**src/rtl/async_queue_pkg.sv**
```systemverilog
// rtl/async_queue_pkg.sv - shared constants, ratio helper and stats types for the async queue write side
package async_queue_pkg;

  localparam int DEFAULT_DATA_WIDTH = 8;
  localparam int DEFAULT_ADDR_WIDTH = 4;
  localparam int STATS_CNT_WIDTH    = 16;

  function automatic int calc_ratio(input int data_width, input int in_width);
    return data_width / in_width;
  endfunction

  typedef struct packed {
    logic [STATS_CNT_WIDTH-1:0] word_cnt;
    logic [STATS_CNT_WIDTH-1:0] pad_cnt;
    logic [STATS_CNT_WIDTH-1:0] stall_cnt;
  } stats_t;

  function automatic logic [STATS_CNT_WIDTH-1:0] sat_inc(input logic [STATS_CNT_WIDTH-1:0] v);
    return (&v) ? v : v + STATS_CNT_WIDTH'(1);
  endfunction

endpackage

```
**src/rtl/async_queue_wr_packer.sv**
```systemverilog
// rtl/async_queue_wr_packer.sv - packs narrow beats into FIFO words and throttles writes against a registered full flag
// Optional statistics counters: define ASYNC_QUEUE_WR_PACKER_STATS_EN.
module async_queue_wr_packer
  import async_queue_pkg::*;
#(
  parameter int IN_WIDTH   = 4,
  parameter int DATA_WIDTH = DEFAULT_DATA_WIDTH,
  parameter int CNT_WIDTH  = STATS_CNT_WIDTH
) (
  input  logic                  wr_clk,
  input  logic                  wr_rst_n,
  input  logic                  in_valid,
  output logic                  in_ready,
  input  logic [IN_WIDTH-1:0]   in_data,
  input  logic                  in_last,
  input  logic                  full,
  output logic                  wr_en,
  output logic [DATA_WIDTH-1:0] wr_data
`ifdef ASYNC_QUEUE_WR_PACKER_STATS_EN
  ,
  output logic [CNT_WIDTH-1:0]  word_cnt,
  output logic [CNT_WIDTH-1:0]  pad_cnt,
  output logic [CNT_WIDTH-1:0]  stall_cnt
`endif
);

  localparam int RATIO  = calc_ratio(DATA_WIDTH, IN_WIDTH);
  localparam int LANE_W = (RATIO > 1) ? $clog2(RATIO) : 1;
  localparam logic [LANE_W-1:0] LAST_LANE = LANE_W'(RATIO - 1);

  generate
    if (RATIO < 2 || (DATA_WIDTH % IN_WIDTH) != 0) begin : g_bad_ratio
      $error("async_queue_wr_packer: DATA_WIDTH must be an integer multiple (>=2) of IN_WIDTH");
    end
  endgenerate

  logic [DATA_WIDTH-1:0] acc;
  logic [DATA_WIDTH-1:0] wd;
  logic [LANE_W-1:0]     lane;
  logic                  pending;
  logic                  wr_en_q;

  logic                  accept;
  logic                  complete;
  logic [DATA_WIDTH-1:0] merged;

  // wr_en_q blocks the cycle after a write, when full does not yet reflect it
  assign wr_en    = pending && !full && !wr_en_q;
  assign wr_data  = wd;
  assign in_ready = !pending || wr_en;

  assign accept   = in_valid && in_ready;
  assign complete = accept && ((lane == LAST_LANE) || in_last);
  assign merged   = acc | ({{(DATA_WIDTH-IN_WIDTH){1'b0}}, in_data} << (int'(lane) * IN_WIDTH));

  always_ff @(posedge wr_clk or negedge wr_rst_n) begin
    if (!wr_rst_n) begin
      acc     <= '0;
      lane    <= '0;
      pending <= 1'b0;
      wd      <= '0;
      wr_en_q <= 1'b0;
    end else begin
      wr_en_q <= wr_en;
      if (complete) begin
        wd      <= merged;
        pending <= 1'b1;
        acc     <= '0;
        lane    <= '0;
      end else begin
        if (accept) begin
          acc  <= merged;
          lane <= lane + LANE_W'(1);
        end
        if (wr_en) pending <= 1'b0;
      end
    end
  end

`ifdef ASYNC_QUEUE_WR_PACKER_STATS_EN
  generate
    if (CNT_WIDTH != STATS_CNT_WIDTH) begin : g_bad_cnt
      $error("async_queue_wr_packer: CNT_WIDTH must match STATS_CNT_WIDTH");
    end
  endgenerate

  stats_t stats;

  always_ff @(posedge wr_clk or negedge wr_rst_n) begin
    if (!wr_rst_n) begin
      stats <= '0;
    end else begin
      if (wr_en) stats.word_cnt <= sat_inc(stats.word_cnt);
      if (complete && in_last && (lane != LAST_LANE)) stats.pad_cnt <= sat_inc(stats.pad_cnt);
      if (pending && full) stats.stall_cnt <= sat_inc(stats.stall_cnt);
    end
  end

  assign word_cnt  = stats.word_cnt;
  assign pad_cnt   = stats.pad_cnt;
  assign stall_cnt = stats.stall_cnt;
`endif

endmodule

```
**config.mk**
```make
export PLATFORM = sky130hd
export DESIGN_NAME = async_queue_wr_packer
export DESIGN_NICKNAME = d
export VERILOG_FILES = /design/src/rtl/async_queue_pkg.sv /design/src/rtl/async_queue_wr_packer.sv
export SDC_FILE = /design/constraint.sdc
export NUM_CORES = 1
export LEC_CHECK = 0
export CAP_MARGIN = 40
export CORE_MARGIN = 2
export CORE_UTILIZATION = 50
export DETAILED_ROUTE_END_ITERATION = 8
export PLACE_DENSITY = 0.8
export SETUP_SLACK_MARGIN = 0.02
export SLEW_MARGIN = 30
export SYNTH_ARGS = -nofsm -noshare
export SYNTH_HDL_FRONTEND = slang
export SYNTH_SLANG_ARGS = --single-unit
```
**constraint.sdc**
```tcl
create_clock -name wr_clk -period 3.1 [get_ports wr_clk]
set_input_delay 0.31 -clock wr_clk [delete_from_list [all_inputs] [get_ports wr_clk]]
set_output_delay 0.31 -clock wr_clk [all_outputs]
set_load 0.03 [all_outputs]
```
======== Word level (Yosys, flattened, before mapping) ========
Cells that the tools add are included.
Widths: inputs -> output; s select.
cells by class
  add/sub/neg operators ................... 1
  shifts and indexed selects .............. 1
  mux-type cells .......................... 6
  bitwise operators ....................... 1
  reductions and logical operators ........ 11
operators with widths
  cell                 number
  $mux 8               2
  $or 8x8->8           1
  $shl 4x3->8          1
  $logic_and 1x1->1    4
  $mux 1               4
  $reduce_bool 2->1    2
  $logic_not 1->1      3
  $logic_or 1x1->1     2
  $add 1x1->1 const B  1
storage, ports and cells
  register bits after elaboration ......... 19
  logic and storage cells ................. 25

======== Depth between registers and ports, before layout ========
  depth in word-level cells ............... 7
  depth in mapped cells ................... 5
  depth with buffers taken out ............ 3

======== Worst setup path before layout ========
Ideal clock, no wire load.
  path type ............................... register -> output
  from .................................... register wr_en_q
  to ...................................... output port wr_en
  arrival ................................. 1.173 ns
  setup slack ............................. 1.617 ns
  stages on the path, launching flop included .. 2
  path buffers ............................ 0
  cell sequence ........................... dfrtp_1 nor3b_1
between the ends
  longest elaborated chain between the ends .. 2
RTL lines
  item                    RTL line                     source
  start, declared         async_queue_wr_packer.sv:41  logic wr_en_q;
  start signal, assigned  async_queue_wr_packer.sv:64  wr_en_q <= wr_en;
  $logic_not 1->1         async_queue_wr_packer.sv:48  assign wr_en = pending && !full && !wr_en_q;
  $logic_and 1x1->1       async_queue_wr_packer.sv:48
  end, declared           async_queue_wr_packer.sv:17  output logic wr_en,
Every way passes these cells.

======== Worst setup path in the final report ========
  from .................................... input port full
  to ...................................... output port wr_en
between the ends
  longest elaborated chain between the ends .. 3
RTL lines
  item                            RTL line                     source
  start, declared                 async_queue_wr_packer.sv:16  input logic full,
  $logic_not 1->1                 async_queue_wr_packer.sv:48
  $logic_and 1x1->1 (2 in a row)  async_queue_wr_packer.sv:48
Every way passes these cells.

==> reports/qor.yml <==
logic_synthesis:
  netlist_instances: 66
  yosysMostFrequentCell: "dfrtp_1"
  yosys.area.top_type: "dfrtp_1"
  synthTopCellsByArea: "dfrtp_1, mux2i_1, a21oi_1"
  synthesis.nets: 75
  ys_ff_latch: 19
  ys_seq_area_share_pct: 58.6
  synthTopCellsByCount: "dfrtp_1, a21oi_1, inv_1"
  synth-edff-count: 0
  synthFlopType: "dfrtp_1"
  ys_warn_count: 0
  avgSynthCellArea_um2: 12.3
  netlist_area_um2: 811
  async_flop_share_pct: 100
  synth_top_area_share_pct: 58.6
  ys_types: 15
worst_setup_path:
  critical_path_class: "primary input to output pin"
  cp_max_fo: 2
  cp_data_arrival_time_ns: 1.80
  cp.required_ns: 2.79
  startpoint_type: "primary input"
  cp-end-kind: "output pin"
pwr:
  p_leak_nw: 0.473
  ir_drop_v: 0.000456
  powerDensity_mw_per_mm2: 831
  total_power_uw: 846
die:
  die_w_um: 44.3
  pin_count: 19
  fp-row-count: 14
  dieArea_mm2: 0.00196
  core_mm2: 0.00151
  start_util_pct: 53.8
  die_y_um: 44.3
clock_tree:
  cts_made_buffers: 3
  cts_hold_buf: 0
  cts_tree: "yes"
  cts_resized: 0
  clock_path_buffers: 2
  postCtsSetupRepairBufs: 0
  clock_sinks: 19
  path_clk_slew_ns: 0.11
  insertion_delay_ns: 0.30
  htree_levels: 1
  cts_root_buf: "clkbuf_4"
finish:
  fin_cells: 103
  drive_gt1_share_pct: 12.6
  synthToLayoutAreaGrowth_pct: 25.5
  fin_nets: 97
  antenna_cells: 0
timing:
  fmax_mhz: 474
  report.final.slew_viol_count: 0
  tightest_slew_ns: 0.490
  period_needed_ns: 2.11
  timing.setup.tns_ns: 0
  grt_setup_unrepaired: "false"
  period_share_pct: 68.1
  finClkSkew_ns: 0.00402
  relSlewSlack_pct: 67.3
  setup_violations: 0
  hold_violations: 0
detailed_routing:
  drt-initial-drc-count: 2
  finalWirelength_um: 1440
  remaining_drc_errors: 0
  wl_per_cell_um: 13.9
  ant_nets: 0
  via_count: 530
  vias_per_cell: 5.15
  drtPass1Iterations: 3
worst_hold_path:
  worstHoldPathType: "primary input to asynchronous set/reset pin"
placement:
  dp_hpwl_um: 1030
  io_buffers: 18
  gpl.final_weighted_congestion: 0.760
  placed_cells: 99
global_routing:
  grt_max_degree: 18
  grt.overflow.total: 0
  grt_first_pass_wirelength_um: 2440
  grt_util_all_layers_pct: 18.0
  grt_pass1_vias: 519
  antenna_found_initial: 0
status:
  status: "completed"
run:
  drv_cap: 0
## worst paths after layout
check	startpoint	end	slack [ns]	depth (start not counted)
worst max-delay path	full	wr_en	0.99	3
worst min-delay path	wr_rst_n	wr_data[2]$_DFFE_PN0P_	0.24	1
worst max register to register	wr_en_q$_DFF_PN0_	acc[4]$_DFFE_PN0P_	1.55	3
worst min register to register	acc[7]$_DFFE_PN0P_	acc[7]$_DFFE_PN0P_	0.51	1
max in group asynchronous	wr_rst_n	lane$_DFFE_PN0P_	2.44	2
min in group wr_clk	acc[7]$_DFFE_PN0P_	acc[7]$_DFFE_PN0P_	0.51	1
## layout make-up
type / instances / area, um^2
Multi-Input combinational cell: 36 / 270
Clock buffer: 4 / 26.3
Fill cell: 117 / 489
Timing Repair Buffer: 19 / 191
Sequential cell: 19 / 475
Tap cell: 16 / 20.0
Inverter: 9 / 33.8
## per-layer routing
| metal | vias up | wire length [um] | track usage, % |
|---|---|---|---|
| li1 | 263 | - | - |
| met1 | 252 | 731 | 25.5 |
| met2 | 13 | 600 | 24.7 |
| met3 | 2 | 83 | 5.71 |
| met4 | 0 | 20 | 9.09 |
| met5 | - | 0 | 0 |
## power by group
group	internal (mW)	switching (mW)
sequential	0.317	0.0454
clock	0.0501	0.0770
combinational	0.154	0.202
## critical path, cell delays in order
cell             delay, ns
clkdlybuf4s50_1       0.47
nor3b_1               0.30
clkdlybuf4s50_1       0.72
## logic make-up after synthesis
logic type      synth area share, %
buf+inv                        8.02
flops                          58.6
mux                            9.88
simple gates                   10.5
compound gates                 13.0
## flip-flops by register name, summed over array words and instances (netlist names)
signal	cells
pending	1
wr_en_q	1
wr_data	8
acc	8
lane	1
## through the flow
step	setup WS [ns]	instance area (um^2)	hold slack, ns	utilization (%)
2_1_floorplan	1.62	811	0.0144	-
3_3_place_gp	1.05	980	0.475	65.0
3_5_place_dp	0.988	991	0.491	65.8
4_1_cts	0.988	1020	0.247	67.5
5_1_grt	0.925	1020	0.255	67.5
6_report	0.990	1020	0.244	67.5
## layout by cell type, fill, tap and decap left out, drive strengths merged
| cell | instances |
|---|---|
| nor3b | 1 |
| clkbuf | 4 |
| a21oi | 9 |
| inv | 9 |
| o21ai | 2 |
| mux2i | 8 |
| a41oi | 1 |
| nor2 | 5 |
| and2b | 4 |
| a31oi | 3 |
| dfrtp | 19 |
| nand2 | 1 |
| clkdlybuf4s50 | 18 |
| nor2b | 2 |
| buf | 1 |
(Power assumes the default switching activity.)
